--- src/rtl/jtag_pkg.sv ---
// Shared definitions for the JTAG-to-AHB-Lite debug bridge.
// Holds the register widths, the IDCODE value, the TAP state encoding,
// the instruction opcodes, the AHB HTRANS codes and the bus FSM states.
package jtag_pkg;

   localparam int REGISTER_SIZE = 32;
   localparam int IR_SIZE       = 4;
   localparam int STATE_SIZE    = 4;

   localparam logic [REGISTER_SIZE-1:0] IDCODE_VALUE = 32'h1234_5679;

   typedef enum logic [STATE_SIZE-1:0] {
      TEST_LOGIC_RESET = 4'h0,
      RUN_TEST_IDLE    = 4'h1,
      SELECT_DR_SCAN   = 4'h2,
      CAPTURE_DR       = 4'h3,
      SHIFT_DR         = 4'h4,
      EXIT1_DR         = 4'h5,
      PAUSE_DR         = 4'h6,
      EXIT2_DR         = 4'h7,
      UPDATE_DR        = 4'h8,
      SELECT_IR_SCAN   = 4'h9,
      CAPTURE_IR       = 4'hA,
      SHIFT_IR         = 4'hB,
      EXIT1_IR         = 4'hC,
      PAUSE_IR         = 4'hD,
      EXIT2_IR         = 4'hE,
      UPDATE_IR        = 4'hF
   } tapState_t;

   localparam logic [IR_SIZE-1:0] IR_IDCODE    = 4'b0001;
   localparam logic [IR_SIZE-1:0] IR_AHB_ADDR  = 4'b0010;
   localparam logic [IR_SIZE-1:0] IR_AHB_WRITE = 4'b0011;
   localparam logic [IR_SIZE-1:0] IR_AHB_READ  = 4'b0100;
   localparam logic [IR_SIZE-1:0] IR_BYPASS    = 4'b1111;
   localparam logic [IR_SIZE-1:0] IR_CAPTURE   = 4'b0001;

   localparam logic [1:0] HTRANS_IDLE   = 2'b00;
   localparam logic [1:0] HTRANS_NONSEQ = 2'b10;

   typedef enum logic [1:0] {
      BUS_IDLE = 2'b00,
      BUS_ADDR = 2'b01,
      BUS_DATA = 2'b10
   } busState_t;

endpackage

--- src/rtl/jtag_tap_fsm.sv ---
// IEEE 1149.1 TAP state machine.
// Ports:
//   TCK   - test clock, state advances on the rising edge
//   TRST  - asynchronous active-high reset to TEST_LOGIC_RESET
//   TMS   - mode select steering the state transitions
//   state - current TAP state
module jtag_tap_fsm
   import jtag_pkg::*;
(
   input  logic      TCK,
   input  logic      TRST,
   input  logic      TMS,
   output tapState_t state
);

   tapState_t nextState;

   // The TAP state register; TRST forces the controller into TEST_LOGIC_RESET
   // regardless of the clock.
   always_ff @(posedge TCK or posedge TRST) begin
      if (TRST) begin
         state <= TEST_LOGIC_RESET;
      end else begin
         state <= nextState;
      end
   end

   // Standard TMS-driven transitions. With TMS held high the controller
   // always reaches TEST_LOGIC_RESET within five edges.
   always_comb begin
      nextState = state;
      case (state)
         TEST_LOGIC_RESET: nextState = TMS ? TEST_LOGIC_RESET : RUN_TEST_IDLE;
         RUN_TEST_IDLE:    nextState = TMS ? SELECT_DR_SCAN   : RUN_TEST_IDLE;
         SELECT_DR_SCAN:   nextState = TMS ? SELECT_IR_SCAN   : CAPTURE_DR;
         CAPTURE_DR:       nextState = TMS ? EXIT1_DR         : SHIFT_DR;
         SHIFT_DR:         nextState = TMS ? EXIT1_DR         : SHIFT_DR;
         EXIT1_DR:         nextState = TMS ? UPDATE_DR        : PAUSE_DR;
         PAUSE_DR:         nextState = TMS ? EXIT2_DR         : PAUSE_DR;
         EXIT2_DR:         nextState = TMS ? UPDATE_DR        : SHIFT_DR;
         UPDATE_DR:        nextState = TMS ? SELECT_DR_SCAN   : RUN_TEST_IDLE;
         SELECT_IR_SCAN:   nextState = TMS ? TEST_LOGIC_RESET : CAPTURE_IR;
         CAPTURE_IR:       nextState = TMS ? EXIT1_IR         : SHIFT_IR;
         SHIFT_IR:         nextState = TMS ? EXIT1_IR         : SHIFT_IR;
         EXIT1_IR:         nextState = TMS ? UPDATE_IR        : PAUSE_IR;
         PAUSE_IR:         nextState = TMS ? EXIT2_IR         : PAUSE_IR;
         EXIT2_IR:         nextState = TMS ? UPDATE_IR        : SHIFT_IR;
         UPDATE_IR:        nextState = TMS ? SELECT_DR_SCAN   : RUN_TEST_IDLE;
         default:          nextState = TEST_LOGIC_RESET;
      endcase
   end

endmodule

--- src/rtl/jtag.sv ---
// JTAG TAP that bridges a debug port to a single-master AHB-Lite bus.
// Everything runs on TCK; TRST is an asynchronous active-high reset.
// Ports:
//   TCK, TRST, TMS, TDI, TDO - JTAG pins
//   HREADY, HRESP, HRDATA    - AHB-Lite inputs from the interconnect
//   HWRITE, HTRANS, HADDR,
//   HWDATA                   - AHB-Lite master outputs
// Instructions: IDCODE, AHB_ADDR (set address), AHB_WRITE (load data and
// write), AHB_READ (read, result captured on the next DR scan), BYPASS.
module jtag
   import jtag_pkg::*;
(
   input  logic                     TCK,
   input  logic                     TRST,
   input  logic                     TMS,
   input  logic                     TDI,
   output logic                     TDO,
   input  logic                     HREADY,
   input  logic                     HRESP,
   input  logic [REGISTER_SIZE-1:0] HRDATA,
   output logic                     HWRITE,
   output logic [1:0]               HTRANS,
   output logic [REGISTER_SIZE-1:0] HADDR,
   output logic [REGISTER_SIZE-1:0] HWDATA
);

   tapState_t                tapState;
   logic [IR_SIZE-1:0]       irShift;
   logic [IR_SIZE-1:0]       irReg;
   logic [IR_SIZE-1:0]       activeIr;
   logic [REGISTER_SIZE-1:0] drShift;
   logic [REGISTER_SIZE-1:0] addrReg;
   logic [REGISTER_SIZE-1:0] wdataReg;
   logic [REGISTER_SIZE-1:0] rdataReg;
   logic [REGISTER_SIZE-1:0] hwdataReg;
   busState_t                busState;
   busState_t                busNext;
   logic                     busWrite;
   logic                     startWrite;
   logic                     startRead;

   jtag_tap_fsm tapFsm (
      .TCK   (TCK),
      .TRST  (TRST),
      .TMS   (TMS),
      .state (tapState)
   );

   // Collapse every opcode we do not implement onto BYPASS so the rest of
   // the logic only has to handle five instructions.
   always_comb begin
      activeIr = IR_BYPASS;
      case (irReg)
         IR_IDCODE, IR_AHB_ADDR, IR_AHB_WRITE, IR_AHB_READ: activeIr = irReg;
         default:                                           activeIr = IR_BYPASS;
      endcase
   end

   // TDO shows the bit about to leave the active shift register while
   // shifting and is held low otherwise. BYPASS is a one-bit register, which
   // is simply bit 0 of the shared DR shifter.
   always_comb begin
      TDO = 1'b0;
      if (tapState == SHIFT_IR) begin
         TDO = irShift[IR_SIZE-1];
      end else if (tapState == SHIFT_DR) begin
         TDO = (activeIr == IR_BYPASS) ? drShift[0] : drShift[REGISTER_SIZE-1];
      end
   end

   // Instruction path: capture the fixed pattern, shift MSB-first, and move
   // the shifted value into the active IR on UPDATE_IR. Passing through
   // TEST_LOGIC_RESET always restores IDCODE.
   always_ff @(posedge TCK or posedge TRST) begin
      if (TRST) begin
         irShift <= '0;
         irReg   <= IR_IDCODE;
      end else begin
         case (tapState)
            TEST_LOGIC_RESET: irReg   <= IR_IDCODE;
            CAPTURE_IR:       irShift <= IR_CAPTURE;
            SHIFT_IR:         irShift <= {irShift[IR_SIZE-2:0], TDI};
            UPDATE_IR:        irReg   <= irShift;
            default:          ;
         endcase
      end
   end

   // Data path: one shared 32-bit shifter serves all data registers. The
   // capture source and update destination depend on the instruction; the
   // READ update deliberately drops the shifted-in bits.
   always_ff @(posedge TCK or posedge TRST) begin
      if (TRST) begin
         drShift  <= '0;
         addrReg  <= '0;
         wdataReg <= '0;
      end else begin
         case (tapState)
            CAPTURE_DR: begin
               case (activeIr)
                  IR_IDCODE:    drShift <= IDCODE_VALUE;
                  IR_AHB_ADDR:  drShift <= addrReg;
                  IR_AHB_WRITE: drShift <= wdataReg;
                  IR_AHB_READ:  drShift <= rdataReg;
                  default:      drShift <= '0;
               endcase
            end
            SHIFT_DR: drShift <= {drShift[REGISTER_SIZE-2:0], TDI};
            UPDATE_DR: begin
               if (activeIr == IR_AHB_ADDR) begin
                  addrReg <= drShift;
               end
               if (activeIr == IR_AHB_WRITE) begin
                  wdataReg <= drShift;
               end
            end
            default: ;
         endcase
      end
   end

   assign startWrite = (tapState == UPDATE_DR) && (activeIr == IR_AHB_WRITE);
   assign startRead  = (tapState == UPDATE_DR) && (activeIr == IR_AHB_READ);

   // Bus FSM state register.
   always_ff @(posedge TCK or posedge TRST) begin
      if (TRST) begin
         busState <= BUS_IDLE;
      end else begin
         busState <= busNext;
      end
   end

   // One address cycle, then the data phase stretches until HREADY. A start
   // that arrives while a transfer is still outstanding is dropped.
   always_comb begin
      busNext = busState;
      case (busState)
         BUS_IDLE: if (startWrite || startRead) busNext = BUS_ADDR;
         BUS_ADDR: busNext = BUS_DATA;
         BUS_DATA: if (HREADY) busNext = BUS_IDLE;
         default:  busNext = BUS_IDLE;
      endcase
   end

   // Transfer bookkeeping: latch the direction at start, present write data
   // for the data phase, and keep read data only from an OKAY completion.
   always_ff @(posedge TCK or posedge TRST) begin
      if (TRST) begin
         busWrite  <= 1'b0;
         hwdataReg <= '0;
         rdataReg  <= '0;
      end else begin
         if ((busState == BUS_IDLE) && (startWrite || startRead)) begin
            busWrite <= startWrite;
         end
         if ((busState == BUS_ADDR) && busWrite) begin
            hwdataReg <= wdataReg;
         end
         if ((busState == BUS_DATA) && HREADY && !busWrite && !HRESP) begin
            rdataReg <= HRDATA;
         end
      end
   end

   assign HTRANS = (busState == BUS_ADDR) ? HTRANS_NONSEQ : HTRANS_IDLE;
   assign HWRITE = (busState != BUS_IDLE) && busWrite;
   assign HADDR  = addrReg;
   assign HWDATA = hwdataReg;

endmodule

--- config.mk ---
export PLATFORM = sky130hd
export DESIGN_NAME = jtag
export DESIGN_NICKNAME = d
export VERILOG_FILES = /design/src/rtl/jtag_pkg.sv /design/src/rtl/jtag_tap_fsm.sv /design/src/rtl/jtag.sv
export SDC_FILE = /design/constraint.sdc
export NUM_CORES = 1
export LEC_CHECK = 0
export CAP_MARGIN = 20
export CORE_MARGIN = 2
export CORE_UTILIZATION = 25
export CTS_CLUSTER_DIAMETER = 120
export DETAILED_ROUTE_END_ITERATION = 8
export GPL_ROUTABILITY_DRIVEN = 0
export MAX_ROUTING_LAYER = met4
export SLEW_MARGIN = 25
export SYNTH_ARGS = -nofsm -noshare
export SYNTH_HDL_FRONTEND = slang
export SYNTH_SLANG_ARGS = --single-unit
--- constraint.sdc ---
create_clock -name TCK -period 16.8 [get_ports TCK]
set_clock_uncertainty 0.1 [all_clocks]
set_input_delay 3.36 -clock TCK [delete_from_list [all_inputs] [get_ports TCK]]
set_output_delay 3.36 -clock TCK [all_outputs]
set_load 0.02 [all_outputs]
==> metrics <==
Peak VDD IR=between 70 and 80 µV; crit end category=output pin; fin crit share=36.3%; register area share after synthesis=53.8%; vias in the first global route=5531; hold_sp=HWDATA[16]; Pwr Density=119 nW/µm²; Leak Pwr=about 4.5 nW; row count=between 60 and 70; Core ar.=between 30000 and 40000 µm²; status=finished, final reports clean; Filler Cells Inserted=between 3000 and 4000; Iteration-0 DRC Markers=280; first-pass GRT wire length=about 34000 µm; latest clock arrival within the worst-skew pair=roughly 0.43 ns; Buffers on Ports=104; starting density of the core=25.2%; Final nets=746; CTS max path bufs=2; final setup violation count=0; drt drc=0; detailed-route wire length per cell=18.7 µm; Hold Vio Cnt, Final=0; Distinct cells, synth=46; most common cell after layout, fill and taps aside=dfrtp_1; vias post-DR=roughly 5500; Sequential Area=4380 µm²; RSZ-0062 raised after global routing=false; Clk pin slew, worst setup/hold paths=0.07 ns; Avg Inst Size Synth=13.0 µm²; MaxCap Viol Count=0; global route overflow=0; Post-DRT Antenna Nets=0; initial antenna violation count=1; CP max-delay cell=dfrtp_1; synthesized area=slightly above 8000 µm²; area of the multi-input gates=approximately 3500 µm²; Pre-antenna DRT Iters=5; minimum clock period=between 6 and 7 ns; die area=around 34000 µm²; worst setup margin=around 11 ns; Max Slew Vio Count=0; Slowest Stage Delay on Critical Path=a little under 0.8 ns; Resize count post-CTS=0; Cell Chain, Critical Path=nor3_1 -> nor3_2 -> mux2i_1 -> o21ai_1 -> clkdlybuf4s50_1; Worst setup SP type=flip-flop; Die W=between 150 and 200 µm; CP top delay family=flip-flops; HPWL Detailed=between 10000 and 15000 µm; Die H=around 180 µm; fmax=about 160 MHz; aggregate global-route resource usage=approximately 14%; Post-Synthesis Cells=between 600 and 700; Clock Sinks=~180; worst path arrival time=around 2.6 ns; Worst Setup SP=irReg[1]; final wirelength=around 22000 µm; drt via density=between 4 and 5; dpl ws=between 10 and 15 ns; ratio of cells with drive above 1 in the final layout=a little over a quarter; postcts setup bufs=0; flops & latches, synth=about 180; CP required=13.34 ns; CP max FO=20; Setup CP Type=flip-flop to output pin; # IOs=approximately 110; Ys Warns=0; cts bufs inserted=17; pin count of the biggest net entering global routing=77; Net Count, Synth=about 670; hold_buf cts=0; Least-Margin Pin Slew=0.973 ns; worst r2r src=irReg[1]; most frequent cells in the layout=dfrtp_1, clkdlybuf4s50_1, mux2_2, o22ai_1, mux2_4; Setup TNS Final=0 ns; CTS tree=done; # H-tree levels=4; area delta synth->final=24.6%; WP buf/inv=1; Tightest Hold Check Type=flip-flop to flip-flop; CTS root buf=clkbuf_16; Slew HR=between 30% and 40%
[area by class of cell]
cell class / count / area share [%]
clock inverter: 12 / 1.10
clock buffer: 19 / 4.37
tap: 442 / 5.45
inverter: 5 / 0.234
antenna: 1 / 0.0247
timing repair buffer: 118 / 11.3
sequential: 175 / 43.2
multi-input combinational: 391 / 34.3
[power breakdown]
part,internal [mW],switching (mW)
sequential,0.482,0.0832
combinational,0.125,0.145
clock,0.208,0.168
[final timing paths]
kind,end,slack [ns],cells after the start
worst max register to register,HADDR[29],14.04,5
min in group asynchronous,rdataReg[26],3.22,2
worst min register to register,HWDATA[16],0.40,1
worst max-delay path,TDO,10.71,5
max in group asynchronous,drShift[21],11.60,4
worst min-delay path,HWDATA[16],0.40,1
[metal layers]
metal	track usage, %	wire (µm)	up-vias	share of wire (%)
met5	-	0	-	0
met4	3.52	212	0	0.98
met3	3.75	1330	12	6.1
met2	20.1	9930	148	46
met1	18.2	10300	2828	47
li1	-	-	2513	-
[cell families (layout without fill, tap and decap cells)]
group	Yosys count	in the layout	synth area share, %
buf+inv	61	154	3.84
xor+xnor	1	1	0.108
mux	129	129	20.6
compound gates	192	192	16.6
other cells	1	2	0.0461
simple gates	68	68	5.01
flops	175	175	53.8
[worst register-to-register path: cells and delay by family, from the launching register on]
| family | cells | cell delay, ns |
|---|---|---|
| buf+inv | 2 | 0.83 |
| flops | 1 | 0.77 |
| mux | 1 | 0.40 |
| simple gates | 2 | 0.55 |
[cell usage after synthesis, drive strengths merged]
cell type	count	area (µm²)
a21bo	1	10.0
a21boi	34	255
a21oi	10	50.1
a22o	18	158
a22oi	32	240
and3	1	6.26
buf	32	204
clkbuf	24	90.1
conb	1	3.75
dfrtp	174	4350
dfstp	1	26.3
inv	5	18.8
mux2	128	1670
mux2i	1	10.0
nand2	17	66.3
nand2b	4	25.0
nand3	3	20.0
nand4	3	18.8
nor2	8	30.0
nor2b	20	125
nor3	3	20.0
nor3b	3	32.5
nor4b	2	38.8
o211ai	1	7.51
o21a	2	15.0
o21ai	9	45.0
o21bai	1	7.51
o221ai	1	8.76
o22a	14	123
o22ai	68	425
o31ai	1	7.51
or2	2	12.5
or3	2	12.5
xor2	1	8.76
[state kept, by name, summed over array words and instances, names as in the netlist]
register	cells
HADDR	32
busState	2
rdataReg	32
irShift	4
irReg	4
tapFsm.state	4
wdataReg	32
drShift	32
busWrite	1
HWDATA	32
[through the flow]
stage | utilization (%) | hold slack, ns | power, mW | area (µm²) | std cells
2_1_floorplan | - | 0.372 | 0.753 | 8140 | 627
3_3_place_gp | 29.7 | 0.390 | 0.829 | 9580 | 1131
3_5_place_dp | 29.7 | 0.394 | 0.839 | 9580 | 1131
4_1_cts | 31.4 | 0.410 | 1.22 | 10100 | 1162
5_1_grt | 31.4 | 0.425 | 1.28 | 10100 | 1163
6_report | 31.4 | 0.405 | 1.21 | 10100 | 1163
No activity file was read; power rests on OpenSTA's default activity.
